===== config.mk =====
export PLATFORM = sky130hd
export DESIGN_NAME = serial_frame_receiver
export DESIGN_NICKNAME = d
export VERILOG_FILES = /design/src/rtl/serial_frame_receiver_pkg.sv /design/src/rtl/sfr_sync_fifo.sv /design/src/rtl/serial_frame_receiver.sv
export SDC_FILE = /design/constraint.sdc
export NUM_CORES = 1
export LEC_CHECK = 0
export ABC_AREA = 1
export CORE_AREA = 4 4 81 83
export CTS_BUF_LIST = sky130_fd_sc_hd__clkbuf_2 sky130_fd_sc_hd__clkbuf_4 sky130_fd_sc_hd__clkbuf_8
export DETAILED_ROUTE_END_ITERATION = 10
export DIE_AREA = 0 0 85 87
export GPL_ROUTABILITY_DRIVEN = 1
export PLACE_DENSITY_LB_ADDON = 0.08
export SYNTH_ARGS = -nofsm -noshare
export SYNTH_HDL_FRONTEND = slang
export SYNTH_HIERARCHICAL = 1
export SYNTH_SLANG_ARGS = --single-unit

===== constraint.sdc =====
create_clock -name CLK -period 3.6 [get_ports CLK]
set_input_delay 0.54 -clock CLK [delete_from_list [all_inputs] [get_ports CLK]]
set_output_delay 0.54 -clock CLK [all_outputs]
set_load 0.1 [all_outputs]

===== src/rtl/serial_frame_receiver_pkg.sv =====
// Shared definitions for the serial frame receiver: FSM state encoding and line levels.
package serial_frame_receiver_pkg;

  typedef enum logic [1:0] {
    S_IDLE = 2'd0,
    S_DATA = 2'd1,
    S_PAR  = 2'd2,
    S_STOP = 2'd3
  } sfr_state_t;

  localparam logic IDLE_LEVEL  = 1'b1;
  localparam logic START_LEVEL = 1'b0;

endpackage


===== src/rtl/sfr_sync_fifo.sv =====
// Small synchronous FIFO holding received words; head word is shown combinationally on dout.
// A push while full is accepted only if a pop happens on the same edge.
module sfr_sync_fifo #(
  parameter int DATA_W     = 4,
  parameter int FIFO_DEPTH = 2
) (
  input  logic              clk,
  input  logic              rst_n,
  input  logic              push,
  input  logic              pop,
  input  logic [DATA_W-1:0] din,
  output logic [DATA_W-1:0] dout,
  output logic              full,
  output logic              empty
);

  localparam int AW = $clog2(FIFO_DEPTH);

  logic [DATA_W-1:0] mem [FIFO_DEPTH];
  logic [AW:0]       wr_ptr;
  logic [AW:0]       rd_ptr;
  logic              do_push;
  logic              do_pop;

  // Extra MSB on each pointer distinguishes full from empty when the indices match.
  assign empty   = (wr_ptr == rd_ptr);
  assign full    = (wr_ptr[AW] != rd_ptr[AW]) && (wr_ptr[AW-1:0] == rd_ptr[AW-1:0]);
  assign do_pop  = pop && !empty;
  assign do_push = push && (!full || do_pop);
  assign dout    = mem[rd_ptr[AW-1:0]];

  // Storage and pointer update; memory is cleared so the head reads zero after reset.
  always_ff @(posedge clk or negedge rst_n) begin
    if (!rst_n) begin
      wr_ptr <= '0;
      rd_ptr <= '0;
      for (int i = 0; i < FIFO_DEPTH; i++) mem[i] <= '0;
    end else begin
      if (do_push) begin
        mem[wr_ptr[AW-1:0]] <= din;
        wr_ptr              <= wr_ptr + 1'b1;
      end
      if (do_pop) rd_ptr <= rd_ptr + 1'b1;
    end
  end

endmodule


===== src/rtl/serial_frame_receiver.sv =====
// Serial frame receiver: deframes start/data/parity/stop on ENB strobes, buffers good words
// in a FIFO behind a VALID/READY handshake, and pulses PAR_ERR, FRM_ERR or OVERRUN for dropped frames.
//
//   state  | meaning
//   S_IDLE | line idle, waiting for a start bit
//   S_DATA | shifting in DATA_W data bits
//   S_PAR  | sampling the even-parity bit
//   S_STOP | sampling the stop bit, deciding push / error
module serial_frame_receiver
  import serial_frame_receiver_pkg::*;
#(
  parameter int DATA_W     = 4,
  parameter int PARITY_EN  = 1,
  parameter int FIFO_DEPTH = 2
) (
  input  logic              CLK,
  input  logic              RST_N,
  input  logic              ENB,
  input  logic              S_IN,
  input  logic              DIR,
  input  logic              READY,
  output logic [DATA_W-1:0] DATA_OUT,
  output logic              VALID,
  output logic              BUSY,
  output logic              PAR_ERR,
  output logic              FRM_ERR,
  output logic              OVERRUN
);

  localparam int              CNT_W    = $clog2(DATA_W + 1);
  localparam logic [CNT_W-1:0] LAST_BIT = CNT_W'(DATA_W - 1);

  sfr_state_t        state;
  sfr_state_t        state_nxt;
  logic [CNT_W-1:0]  bit_cnt;
  logic [DATA_W-1:0] shreg;
  logic              dir_q;
  logic              par_bad;
  logic              start_go;
  logic              shift_en;
  logic              par_chk;
  logic              stop_chk;
  logic              stop_ok;
  logic              fifo_full;
  logic              fifo_empty;
  logic              pop;
  logic              push;

  assign VALID   = !fifo_empty;
  assign BUSY    = (state != S_IDLE);
  assign pop     = VALID && READY;
  // A same-cycle pop frees a slot, so a full FIFO can still take the incoming word.
  assign stop_ok = stop_chk && (S_IN == IDLE_LEVEL) && !par_bad;
  assign push    = stop_ok && (!fifo_full || pop);

  // State register.
  always_ff @(posedge CLK or negedge RST_N) begin
    if (!RST_N) state <= S_IDLE;
    else        state <= state_nxt;
  end

  // Next-state and per-phase strobes; nothing moves on cycles without ENB.
  always_comb begin
    state_nxt = state;
    start_go  = 1'b0;
    shift_en  = 1'b0;
    par_chk   = 1'b0;
    stop_chk  = 1'b0;
    if (ENB) begin
      case (state)
        S_IDLE: begin
          if (S_IN == START_LEVEL) begin
            start_go  = 1'b1;
            state_nxt = S_DATA;
          end
        end
        S_DATA: begin
          shift_en = 1'b1;
          if (bit_cnt == LAST_BIT) state_nxt = (PARITY_EN != 0) ? S_PAR : S_STOP;
        end
        S_PAR: begin
          par_chk   = 1'b1;
          state_nxt = S_STOP;
        end
        S_STOP: begin
          stop_chk  = 1'b1;
          state_nxt = S_IDLE;
        end
        default: state_nxt = S_IDLE;
      endcase
    end
  end

  // Deserializer, parity flag and registered error pulses.
  always_ff @(posedge CLK or negedge RST_N) begin
    if (!RST_N) begin
      bit_cnt <= '0;
      shreg   <= '0;
      dir_q   <= 1'b0;
      par_bad <= 1'b0;
      PAR_ERR <= 1'b0;
      FRM_ERR <= 1'b0;
      OVERRUN <= 1'b0;
    end else begin
      PAR_ERR <= stop_chk && (S_IN == IDLE_LEVEL) && par_bad;
      FRM_ERR <= stop_chk && (S_IN != IDLE_LEVEL);
      OVERRUN <= stop_ok && fifo_full && !pop;
      if (start_go) begin
        dir_q   <= DIR;
        bit_cnt <= '0;
        par_bad <= 1'b0;
      end
      if (shift_en) begin
        // LSB-first fills from the top so the first bit ends at bit 0 after DATA_W shifts.
        shreg   <= dir_q ? {shreg[DATA_W-2:0], S_IN} : {S_IN, shreg[DATA_W-1:1]};
        bit_cnt <= bit_cnt + CNT_W'(1);
      end
      if (par_chk) par_bad <= ((^shreg) != S_IN);
    end
  end

  sfr_sync_fifo #(
    .DATA_W    (DATA_W),
    .FIFO_DEPTH(FIFO_DEPTH)
  ) u_fifo (
    .clk  (CLK),
    .rst_n(RST_N),
    .push (push),
    .pop  (pop),
    .din  (shreg),
    .dout (DATA_OUT),
    .full (fifo_full),
    .empty(fifo_empty)
  );

endmodule


==> flow_summary.yaml <==
critical_path:
  timing.critical_path.fanout_max: 12
  crit_required_ns: 3.76
  crit_path_start_kind: "flop"
  worst_setup_path_type: "flop to flop"
  critPathCaptureType: "flop"
  timing.critical_path.arrival_ns: 2.54
clocking:
  clock_sink_count: 26
  post_cts.resized_instances: 0
  htree_num_levels: 1
  cts_made_buffers: 3
  cts_tree: "done"
  clk_path_buf_depth: 2
  cts_hold_repair.buffers: 0
  post_cts_buffers: 0
  clock_latency_ns: 0.26
  clk_root_buffer_cell: "sky130_fd_sc_hd__clkbuf_8"
  path_clk_slew_ns: 0.09
timing:
  post-route-period-util: 0.661
  skew_ns: 0.00216
  min_period_ns: 2.38
  timing.setup.tns_ns: 0
  grt_setup_unrepaired: "false"
  final-hold-violation-count: 0
  fmaxAchievable_mhz: 420
  whs_ns: 0.489
  tightest_slew_ns: 0.971
  timing_max_transition_violations_final: 0
  timing.slew.headroom: 0.350
  setup_viol_count_final: 0
synth:
  post_synth_and_or_nand_nor_area_fraction: 0.289
  ys.warnings.count: 6
  postSynthAreaPerCell_um2: 8.22
  synth_cell_type_count: 26
  flops_latches_synth: 26
  synth_top_family_by_area: "simple AND/OR/NAND/NOR gates"
  synth_xor_xnor_area_share: 0.0123
  synth-compound-area-share: 0.0766
  yosysSeqAreaShare: 0.458
  post_synth_fa_ha_maj_area_fraction: 0.0528
  synth-edff-count: 0
  synth-async-reset-ratio: 1.00
  cell_area_synth_um2: 1420
  synth_top_flop_cell: "sky130_fd_sc_hd__dfrtp_1"
  syn-instance-count: 173
  synthMuxAreaShare: 0.0106
  postSynthNetCount: 185
global_routing:
  grt_antenna_before_repair: 0
  largest_net_degree_at_the_start_of_global_routing: 27
  grt_pass1_wl_um: 5310
  globalRouteTotalUtil: 0.0905
  gr-total-overflow: 0
  vias_in_the_first_global_route: 1143
die:
  die_width_um: 85
  core_region_area_um2: 5850
  num_rows: 28
  design.die.area_um2: 7400
  initial_core_utilization: 0.243
  chipHeight_um: 87
  top_level_ports: 15
detailed_routing:
  routed_wire_length_per_instance_um: 11.7
  route.antenna.remaining_nets: 0
  drcViolationCount: 0
  totalWireLength_um: 3050
  vias_per_cell: 4.29
  vias: 1120
  initialDrtViolationCount: 31
  first_pass_iteration_count_of_the_detailed_router: 4
final_layout:
  insertedDiodeCount: 0
  fraction_of_layout_cells_with_a_size_suffix_above_1: 0.124
  register_area_um2: 651
  total_area_of_multi_input_combinational_cells_um2: 627
  instances_no_fill: 261
  area_delta_synth_final_pct: 15.8
  fillerInstances: 633
  num-nets-final: 200
place:
  dpl.cell_count: 258
  port_buffers: 14
  place.detailed.hpwl_um: 2370
  place_congestion: 0.737
min_path:
  hp-class: "flop to flop"
status:
  result_of_the_run: "completed"
flow_run:
  max_cap_viol_count: 0
## stage by stage
step	util	worst slack [ns]	instance area [um^2]
floorplan	-	1.69	1420
global placement	0.274	1.19	1600
detailed placement	0.274	1.13	1600
CTS	0.281	1.16	1650
global route	0.281	0.840	1650
finish	0.281	1.22	1650
## path summary, 6_finish.rpt
path,start,to,slack [ns],depth (start not counted)
setup reg to reg,u_fifo/rd_ptr[0],u_fifo/mem[4],1.22,11
hold reg to reg,u_fifo/mem[5],u_fifo/mem[5],0.49,2
max in group asynchronous,RST_N,u_fifo/mem[1],2.71,2
setup / recovery,u_fifo/rd_ptr[0],u_fifo/mem[4],1.22,11
hold / removal,u_fifo/mem[5],u_fifo/mem[5],0.49,2
min in group asynchronous,RST_N,bit_cnt[1],0.64,2
## critical path: stages (launching register included)
cell and delay (ns):
sky130_fd_sc_hd__dfrtp_1 0.57, sky130_fd_sc_hd__inv_4 0.11, sky130_fd_sc_hd__nand2_4 0.09, sky130_fd_sc_hd__nand2_4 0.06, sky130_fd_sc_hd__nand2_1 0.10, sky130_fd_sc_hd__inv_1 0.07, sky130_fd_sc_hd__o21ai_0 0.25, sky130_fd_sc_hd__inv_1 0.07
sky130_fd_sc_hd__nor2_1 0.52, sky130_fd_sc_hd__nand3_1 0.29, sky130_fd_sc_hd__nand2_1 0.12, sky130_fd_sc_hd__nand2_1 0.05
## cells in the final DEF (no fill, tap or decap), types with 2 or more instances in the layout
cell,count
sky130_fd_sc_hd__a21oi_1,10
sky130_fd_sc_hd__buf_4,7
sky130_fd_sc_hd__clkbuf_8,3
sky130_fd_sc_hd__clkdlybuf4s50_1,8
sky130_fd_sc_hd__dfrtp_1,26
sky130_fd_sc_hd__ha_1,6
sky130_fd_sc_hd__inv_1,21
sky130_fd_sc_hd__inv_4,2
sky130_fd_sc_hd__nand2_1,54
sky130_fd_sc_hd__nand2_2,2
sky130_fd_sc_hd__nand2_4,2
sky130_fd_sc_hd__nand3_1,9
sky130_fd_sc_hd__nand4_1,10
sky130_fd_sc_hd__nor2_1,7
sky130_fd_sc_hd__o21ai_0,5
sky130_fd_sc_hd__o21ai_1,2
sky130_fd_sc_hd__xnor2_1,2
## cells by family after synthesis
logic type      count (synthesis)
compound gates                 20
buf+inv                        30
simple gates                   88
flops                          26
fa+ha+maj                       6
mux                             1
xor+xnor                        2
## state kept, by name (all words and copies together) (netlist names), 2 cells and up
register	cells
state	2
shreg	4
u_fifo/mem	8
bit_cnt	3
u_fifo/wr_ptr	2
u_fifo/rd_ptr	2
## cell usage after synthesis, types with 3 or more instances
cell type,instances,area [um^2]
sky130_fd_sc_hd__nand2_1,54,203
sky130_fd_sc_hd__dfrtp_1,26,651
sky130_fd_sc_hd__inv_1,21,78.8
sky130_fd_sc_hd__a21oi_1,10,50.1
sky130_fd_sc_hd__nand4_1,10,62.6
sky130_fd_sc_hd__nand3_1,9,45.0
sky130_fd_sc_hd__nor2_1,7,26.3
sky130_fd_sc_hd__ha_1,6,75.1
sky130_fd_sc_hd__o21ai_0,5,25.0
sky130_fd_sc_hd__buf_6,3,33.8
## cell type report
type / count / area share
well taps: 75 / 0.0570
flip-flops and latches: 26 / 0.395
multi-input cells: 117 / 0.381
inverters: 25 / 0.0608
repair buffers: 15 / 0.0806
clock buffers: 3 / 0.0251
## per-layer routing
layer,track usage,part of all wire,wire length [um]
met5,0,0,0
met4,0.0403,0.0075,23
met3,0.0161,0.030,91
met2,0.161,0.51,1570
met1,0.106,0.45,1370
Power is not shown: default switching activity piles up to over one toggle a cycle in this logic, so the estimate is an artifact.
